### src/rtl/alu3_pkg.sv
// Shared types for the alu3 command sequencer.
//   op_e    : command opcode (ADD, SUB, AND, SHR)
//   state_e : sequencer FSM state (IDLE, EXEC, DONE)
package alu3_pkg;

   localparam int unsigned OP_W    = 2;
   localparam int unsigned STATE_W = 2;

   typedef enum logic [OP_W-1:0] {
      OP_ADD = 2'd0,
      OP_SUB = 2'd1,
      OP_AND = 2'd2,
      OP_SHR = 2'd3
   } op_e;

   typedef enum logic [STATE_W-1:0] {
      ST_IDLE = 2'd0,
      ST_EXEC = 2'd1,
      ST_DONE = 2'd2
   } state_e;

endpackage : alu3_pkg

### src/rtl/alu3_core.sv
// Single-cycle combinational ALU datapath: ADD, SUB, AND and a one-bit
// logical right shift.
//   op     : opcode
//   a, b   : operands (b unused by SHR, which always shifts by one)
//   res_c  : result, DW bits
//   flag_c : carry (ADD), borrow (SUB), 0 (AND), bit shifted out (SHR)
module alu3_core
   import alu3_pkg::*;
#(
   parameter int unsigned DW = 3
) (
   input  op_e           op,
   input  logic [DW-1:0] a,
   input  logic [DW-1:0] b,
   output logic [DW-1:0] res_c,
   output logic          flag_c
);

   logic [DW:0] sum_c;
   logic [DW:0] diff_c;

   // One extra bit gives carry for ADD and borrow (a < b) for SUB
   assign sum_c  = {1'b0, a} + {1'b0, b};
   assign diff_c = {1'b0, a} - {1'b0, b};

   always_comb begin
      res_c  = '0;
      flag_c = 1'b0;
      case (op)
         OP_ADD: begin
            res_c  = sum_c[DW-1:0];
            flag_c = sum_c[DW];
         end
         OP_SUB: begin
            res_c  = diff_c[DW-1:0];
            flag_c = diff_c[DW];
         end
         OP_AND: begin
            res_c  = a & b;
            flag_c = 1'b0;
         end
         OP_SHR: begin
            res_c  = {1'b0, a[DW-1:1]};
            flag_c = a[0];
         end
      endcase
   end

endmodule : alu3_core

### src/rtl/alu3_cmd_seq.sv
// Command-driven ALU sequencer. Accepts one command in IDLE, produces the
// result one cycle later (ADD/SUB/AND, SHR by 0) or after 1+B cycles for
// SHR (one bit per cycle in EXEC), then holds it in DONE until consumed.
// Optional macro ALU3_CMD_SEQ_ZFLAG_EN adds the res_zero output.
//   clk, rst_n           : clock, asynchronous active-low reset
//   cmd_valid/cmd_ready  : command handshake (ready only in IDLE)
//   cmd_op, cmd_a, cmd_b : opcode, operand A, operand B / shift count
//   res_valid/res_ready  : result handshake
//   res_data, res_flag   : result and carry/borrow/shift-out flag
//   res_zero             : (macro only) result is zero while res_valid
module alu3_cmd_seq
   import alu3_pkg::*;
#(
   parameter int unsigned DW = 3
) (
   input  logic          clk,
   input  logic          rst_n,
   input  logic          cmd_valid,
   output logic          cmd_ready,
   input  logic [1:0]    cmd_op,
   input  logic [DW-1:0] cmd_a,
   input  logic [DW-1:0] cmd_b,
   output logic          res_valid,
   input  logic          res_ready,
   output logic [DW-1:0] res_data,
   output logic          res_flag
`ifdef ALU3_CMD_SEQ_ZFLAG_EN
   ,
   output logic          res_zero
`endif
);

   state_e        state_q, state_d;
   logic [DW-1:0] data_q, data_d;
   logic          flag_q, flag_d;
   logic [DW-1:0] cnt_q, cnt_d;
   logic          res_valid_q, res_valid_d;

   op_e           core_op;
   logic [DW-1:0] core_a;
   logic [DW-1:0] core_res;
   logic          core_flag;

   // In EXEC the core is reused as a one-bit shifter on the held result
   always_comb begin
      core_op = op_e'(cmd_op);
      core_a  = cmd_a;
      if (state_q == ST_EXEC) begin
         core_op = OP_SHR;
         core_a  = data_q;
      end
   end

   alu3_core #(
      .DW (DW)
   ) u_core (
      .op     (core_op),
      .a      (core_a),
      .b      (cmd_b),
      .res_c  (core_res),
      .flag_c (core_flag)
   );

   // Next-state and datapath update
   always_comb begin
      state_d = state_q;
      data_d  = data_q;
      flag_d  = flag_q;
      cnt_d   = cnt_q;

      case (state_q)
         ST_IDLE: begin
            if (cmd_valid) begin
               if (op_e'(cmd_op) == OP_SHR) begin
                  // Load A unshifted; EXEC performs all B shifts
                  data_d = cmd_a;
                  flag_d = 1'b0;
                  cnt_d  = cmd_b;
                  state_d = (cmd_b == '0) ? ST_DONE : ST_EXEC;
               end else begin
                  data_d  = core_res;
                  flag_d  = core_flag;
                  state_d = ST_DONE;
               end
            end
         end
         ST_EXEC: begin
            data_d = core_res;
            flag_d = core_flag;
            cnt_d  = cnt_q - DW'(1);
            if (cnt_q == DW'(1)) begin
               state_d = ST_DONE;
            end
         end
         ST_DONE: begin
            if (res_ready) begin
               state_d = ST_IDLE;
            end
         end
         default: begin
            state_d = ST_IDLE;
         end
      endcase

      res_valid_d = (state_d == ST_DONE);
   end

   // State register
   always_ff @(posedge clk or negedge rst_n) begin
      if (!rst_n) begin
         state_q     <= ST_IDLE;
         data_q      <= '0;
         flag_q      <= 1'b0;
         cnt_q       <= '0;
         res_valid_q <= 1'b0;
      end else begin
         state_q     <= state_d;
         data_q      <= data_d;
         flag_q      <= flag_d;
         cnt_q       <= cnt_d;
         res_valid_q <= res_valid_d;
      end
   end

   // Ready is gated by rst_n so it is low throughout reset and high as
   // soon as reset releases
   assign cmd_ready = rst_n && (state_q == ST_IDLE);
   assign res_valid = res_valid_q;
   assign res_data  = data_q;
   assign res_flag  = flag_q;

`ifdef ALU3_CMD_SEQ_ZFLAG_EN
   logic zero_q, zero_d;

   // Zero indication registered alongside the result it describes
   always_comb begin
      zero_d = (state_d == ST_DONE) && (data_d == '0);
   end

   always_ff @(posedge clk or negedge rst_n) begin
      if (!rst_n) begin
         zero_q <= 1'b0;
      end else begin
         zero_q <= zero_d;
      end
   end

   assign res_zero = zero_q;
`endif

endmodule : alu3_cmd_seq

### config.mk
export PLATFORM = sky130hd
export DESIGN_NAME = alu3_cmd_seq
export DESIGN_NICKNAME = d
export VERILOG_FILES = /design/src/rtl/alu3_pkg.sv /design/src/rtl/alu3_core.sv /design/src/rtl/alu3_cmd_seq.sv
export SDC_FILE = /design/constraint.sdc
export NUM_CORES = 1
export LEC_CHECK = 0
export ABC_AREA = 1
export CORE_MARGIN = 3
export CORE_UTILIZATION = 25
export CTS_CLUSTER_DIAMETER = 80
export DETAILED_ROUTE_END_ITERATION = 6
export PLACE_DENSITY = 0.47
export SLEW_MARGIN = 10
export SYNTH_ARGS = -nofsm -noshare
export SYNTH_HDL_FRONTEND = slang
export SYNTH_SLANG_ARGS = --single-unit
### constraint.sdc
create_clock -name clk -period 5.22 [get_ports clk]
set_input_delay 1.044 -clock clk [delete_from_list [all_inputs] [get_ports clk]]
set_output_delay 1.044 -clock clk [all_outputs]
set_load 0.005 [all_outputs]
==> impl_metrics.toml, run 1 <==
[sta]
fin_tns_setup_ns = 0
finalCriticalPeriod_ns = 3.62
clock_skew_ns = 0.00133
fin_crit_sh = 0.693
grt_setup_unrepaired = "false"
hold_viol = 0
fmaxAchievable_mhz = 276
setup_viol = 0
tightest_slew_ns = 0.476
drv_slew = 0
timing.final.ws_setup_ns = 1.60
slew-limit-headroom = 0.682

[yosys]
ys_top_cells_by_area = "dfrtp_1 27%, nand2_1 11%, ha_1 11%, inv_1 11%, o21ai_0 6.5%"
synthArstFlopShare = 1.00
syn_nets = 149
synth-edff-count = 0
synth_area_um2 = 921
ys_ff_latch = 10
yosysMostFrequentCell = "nand2_1"
synth.distinct_cells = 27
syn_avg_cell_area_um2 = 7.25
synth_top_area_share = 0.272
ys_seq_area_frac = 0.272
synth_ff_type = "dfrtp_1"
ys_warn_count = 0
synth_area_leader_cell = "dfrtp_1"
synthTopCellsByCount = "27 x nand2_1, 26 x inv_1, 12 x o21ai_0"
postSynthCellCount = 127

[global_routing]
grt_pass1_wl_um = 3750
antenna_found_initial = 0
grt_pass1_vias = 851
grt_util_all_layers = 0.110
grt-ovfl-total = 0
grt_max_degree = 21

[worst_setup_path]
path_class = "in -> out"
startpoint_type = "input pin"
path_cells = "clkdlybuf4s50_1 > nor3b_1 > clkdlybuf4s50_1"
crit_required_ns = 4.18
reg2reg_depth = 13
r2r_slack_ns = 2.75
cp_slowest_stage_delay_ns = 0.76
worst-path-max-fanout = 11
cp_common_cell = "clkdlybuf4s50_1"
cp_slowest_cell = "clkdlybuf4s50_1"
cp.arrival_ns = 2.57
critPathCaptureType = "primary output"
reg2reg_to = "res_data[1]"
r2r_start = "state_q[1]"

[final_layout]
diodes = 0
nets = 169
syn_to_final_growth_pct = 28.3
stdcell_count = 192
drive_above_1_share = 0.0548
design_area_um2 = 1180

[clocking]
cts_tree = "yes"
cts_root_buf = "clkbuf_8"
h-tree-depth = 1
cts_made_buffers = 3
cts.sinks = 10
cts-hold-fix-buffers = 0
clk_pin_slew_ns = 0.05
post-cts-setup-buffer-count = 0
cts_resized = 0
clock_path_buffers = 2
clk-insertion-delay-late_ns = 0.23

[routing]
routed_wirelength_um = 2140
drc = 0
first_pass_iters = 4
viasPerCell = 4.49
ant_nets = 0
num_vias = 863
wl_per_cell_um = 11.2
dr.first_iter.drc_count = 42

[floorplan]
start_util = 0.268
die_w_um = 66.7
io_pins = 18
core_area_um2 = 3440
die_h_um = 66.7
placementRows = 21
die_area_um2 = 4450

[placement]
dp.cells = 188
dpl_worst_slack_ns = 1.57
numPortBuffers = 17
place_congestion = 0.772
placed_area_um2 = 1130
dp_hpwl_um = 1800

[power_and_ir_drop]
p_int_uw = 304
total_leakage_power_nw = 0.613
power_uw = 508
pwr-share-comb = 0.527
ir_drop_mv = 0.119
p_per_area_nw_per_um2 = 430
seq_power_share = 0.285
p_clk_frac = 0.188
power.switching_uw = 204
netSwitchingFraction = 0.401

[worst_hold_path]
hold_class = "reg -> reg"
worstHoldStart = "res_data[0]"
holdPathEnd = "res_data[0]"
hold_depth = 2

[status]
outcome = "completed"

[run]
drv_cap = 0
[power groups by stage]
stage | registers, mW | logic (mW) | clock network (mW)
after detailed placement | 0.145 | 0.270 | 0
after CTS | 0.145 | 0.272 | 0.0984
after global placement | 0.146 | 0.268 | 0
after global routing | 0.151 | 0.313 | 0.105
after floorplan | 0.140 | 0.183 | 0
final | 0.145 | 0.268 | 0.0956
[flip-flops by register name (all words and copies together), names as in the netlist]
signal,flops
res_valid,1
res_flag,1
res_data,3
state_q,2
cnt_q,3
[stage by stage]
stage / hold slack, ns / utilization
finish: 0.516 / 0.343
global route: 0.530 / 0.343
CTS: 0.520 / 0.343
detailed placement: 0.509 / 0.327
global placement: 0.509 / 0.327
floorplan: 0.493 / -
[critical path, delay by kind of cell]
family,cells,cell delay (ns)
buffers and inverters,2,1.28
AND/OR/NAND/NOR,1,0.24
[layout by cell type, fill, tap and decap left out, types with 2 or more instances in the layout]
cell type and n:
fa_1 2, o21ai_1 2, nand4_1 4, nand2_1 27
o311ai_0 2, dfrtp_1 10, a21oi_1 2, o21bai_1 2
inv_1 26, ha_1 8, clkdlybuf4s50_1 17, xor2_1 2
nand3_1 9, nand3b_1 2, nor2_1 4, clkbuf_8 4
o21ai_0 12
[layer usage]
metal | GRT usage | vias to the layer above | wire length [um]
met3 | 0.0354 | 0 | 89
li1 | - | 445 | -
met2 | 0.184 | 16 | 1090
met4 | 0.0152 | 0 | 0
met5 | 0 | - | 0
met1 | 0.139 | 402 | 966
[kinds of logic after synthesis]
| logic type | count (synthesis) | synth area share |
|---|---|---|
| flip-flops | 10 | 0.272 |
| buffers and inverters | 29 | 0.135 |
| XOR/XNOR | 3 | 0.0285 |
| AND/OR/NAND/NOR | 51 | 0.253 |
| AO/OA/AOI/OAI | 24 | 0.160 |
| adder cells (fa/ha/maj) | 10 | 0.152 |
[worst max path at each step]
stage                         from     endpoint  slack (ns)
after floorplan           cmd_a[0]  res_data[1]        2.84
after global placement       rst_n    cmd_ready        1.58
after detailed placement     rst_n    cmd_ready        1.57
after CTS                    rst_n    cmd_ready        1.57
after global routing         rst_n    cmd_ready        1.43
final                        rst_n    cmd_ready        1.60
[layout make-up]
| type | instances | area, um^2 |
|---|---|---|
| fillers | 383 | 2260 |
| multi-input cells | 88 | 547 |
| flip-flops and latches | 10 | 250 |
| repair buffers | 17 | 170 |
| inverters | 27 | 101 |
| well taps | 46 | 57.6 |
| clock buffers | 4 | 55.1 |
Note: power is estimated with default switching activity, not from simulation.
==> run 2, diff against run 1 <==
- clock period: 5.22 -> 3.5 ns (I/O delays scaled with it)
==> run 2 against run 1 <==
Net effect:
- setup slack got worse by 0.71 ns
- critical path depth unchanged
- global-route usage is 0.94 points higher
- combinational power grew 50%
- count of clock-buffer cells in the layout stayed put
- utilization increased by 0.22 points
- die area is the same
- wire length grew 6.1%
- critical path type unchanged
==> impl_metrics.toml, run 2 (synthesis results as in run 1) <==
[worst_setup_path]
cp_common_cell = "clkdlybuf4s50_1"
path_class = "in -> out"
critPathCaptureType = "primary output"
reg2reg_to = "res_data[1]"
startpoint_type = "input pin"
cp_top_family = "buffers and inverters"
path_cells = "clkdlybuf4s50_1 > nor3b_1 > clkdlybuf4s50_1"
crit_required_ns = 2.80
cp_slowest_stage_delay_ns = 0.54
cp_num_cells = 3
r2r_start = "state_q[1]"
crit_end = "cmd_ready"
r2r_slack_ns = 1.05
reg2reg_depth = 13
cp_num_buf_inv = 2
cp-startpoint = "rst_n"
cp_slowest_cell = "clkdlybuf4s50_1"
worst-path-max-fanout = 2
cp.arrival_ns = 1.91

[final_layout]
drive_above_1_share = 0.0612
nets = 170
diodes = 0
nFillCells = 392
final_common_cell = "nand2_1"
multi_input_area_um2 = 547
regArea_um2 = 250
layout_common_cells = "27 x nand2_1, 26 x inv_1, 17 x clkdlybuf4s50_1, 12 x o21ai_0, 10 x dfrtp_1"
syn_to_final_growth_pct = 29.1
final_util = 0.345

[sta]
fin_tns_setup_ns = 0
fmaxAchievable_mhz = 383
slew-limit-headroom = 0.762
grt_setup_unrepaired = "false"
drv_slew = 0
hold_viol = 0
clock_skew_ns = 0.000325
finalCriticalPeriod_ns = 2.61
setup_viol = 0
fin_crit_sh = 0.746
tightest_slew_ns = 0.356

[routing]
wl_per_cell_um = 11.8
dr.first_iter.drc_count = 50
viasPerCell = 4.54
ant_nets = 0
first_pass_iters = 4
num_vias = 877
routed_wirelength_um = 2270
drc = 0

[clocking]
cts_tree = "yes"
cts-hold-fix-buffers = 0
cts.sinks = 10
h-tree-depth = 1
clock_path_buffers = 2
cts_resized = 0
cts_root_buf = "clkbuf_8"
clk-insertion-delay-late_ns = 0.24
cts_made_buffers = 3
post-cts-setup-buffer-count = 0
clk_pin_slew_ns = 0.05

[floorplan]
die_h_um = 66.7
placementRows = 21
core_area_um2 = 3440
die_w_um = 66.7
io_pins = 18
start_util = 0.268
die_area_um2 = 4450

[placement]
place_congestion = 0.767
dp_hpwl_um = 1880
numPortBuffers = 17

[status]
outcome = "completed"

[power_and_ir_drop]
ir_drop_mv = 0.225
total_leakage_power_nw = 0.618
p_per_area_nw_per_um2 = 641

[global_routing]
grt-ovfl-total = 0
grt_pass1_vias = 921
grt_util_all_layers = 0.119
grt_max_degree = 21
antenna_found_initial = 0
grt_pass1_wl_um = 4080

[run]
drv_cap = 0

[worst_hold_path]
hold_class = "reg -> reg"
## run 2: cell count changes in the layout (fill, tap and decap cells not counted)
cell and delta:
buf_4 +1
## run 2: cell type report
type / count / share of cell area
Inverter: 27 / 0.0853
Multi-Input combinational cell: 88 / 0.460
Tap cell: 46 / 0.0484
Sequential cell: 10 / 0.211
Clock buffer: 4 / 0.0463
Timing Repair Buffer: 18 / 0.149
## run 2: power by group
| group | internal, mW | leakage (nW) | switching (mW) |
|---|---|---|---|
| Clock | 0.0992 | 0.0288 | 0.0495 |
| Combinational | 0.185 | 0.464 | 0.216 |
| Sequential | 0.170 | 0.124 | 0.0428 |
| Total | 0.455 | 0.618 | 0.308 |
## run 2: how the worst min path moves through the flow
stage	from	end	slack (ns)	depth (start not counted)
2_1_floorplan	rst_n	cnt_q[0]	0.40	0
3_3_place_gp	res_data[0]	res_data[0]	0.50	2
3_5_place_dp	res_data[0]	res_data[0]	0.50	2
4_1_cts	res_data[0]	res_data[0]	0.51	2
5_1_grt	res_data[0]	res_data[0]	0.54	2
6_report	res_data[0]	res_data[0]	0.51	2
## run 2: worst register-to-register path, stage by stage, from the launching register on
cell      delay (ns)
dfrtp_1         0.38
inv_1           0.17
nand2_2         0.26
nor2_1          0.21
inv_1           0.07
o21ai_1         0.10
inv_1           0.07
ha_1            0.21
fa_1            0.50
inv_1           0.04
nand4_1         0.08
nand3_1         0.08
o21bai_1        0.12
nand2_1         0.06
## run 2: routing by layer
metal,global-route usage,vias to the layer above,share of wire
met2,0.202,21,0.50
met4,0.0305,0,0.015
met5,0,-,0
met3,0.0388,4,0.048
met1,0.144,402,0.44
li1,-,450,-
## run 2: stage by stage
stage	power, mW	area (um^2)	cells	worst slack, ns	hold slack (ns)
4_1_cts	0.771	1190	193	0.860	0.513
3_5_place_dp	0.618	1130	189	0.828	0.501
5_1_grt	0.853	1190	193	0.750	0.542
2_1_floorplan	0.481	921	127	1.40	0.404
6_report	0.763	1190	193	0.890	0.509
3_3_place_gp	0.617	1130	189	0.854	0.498
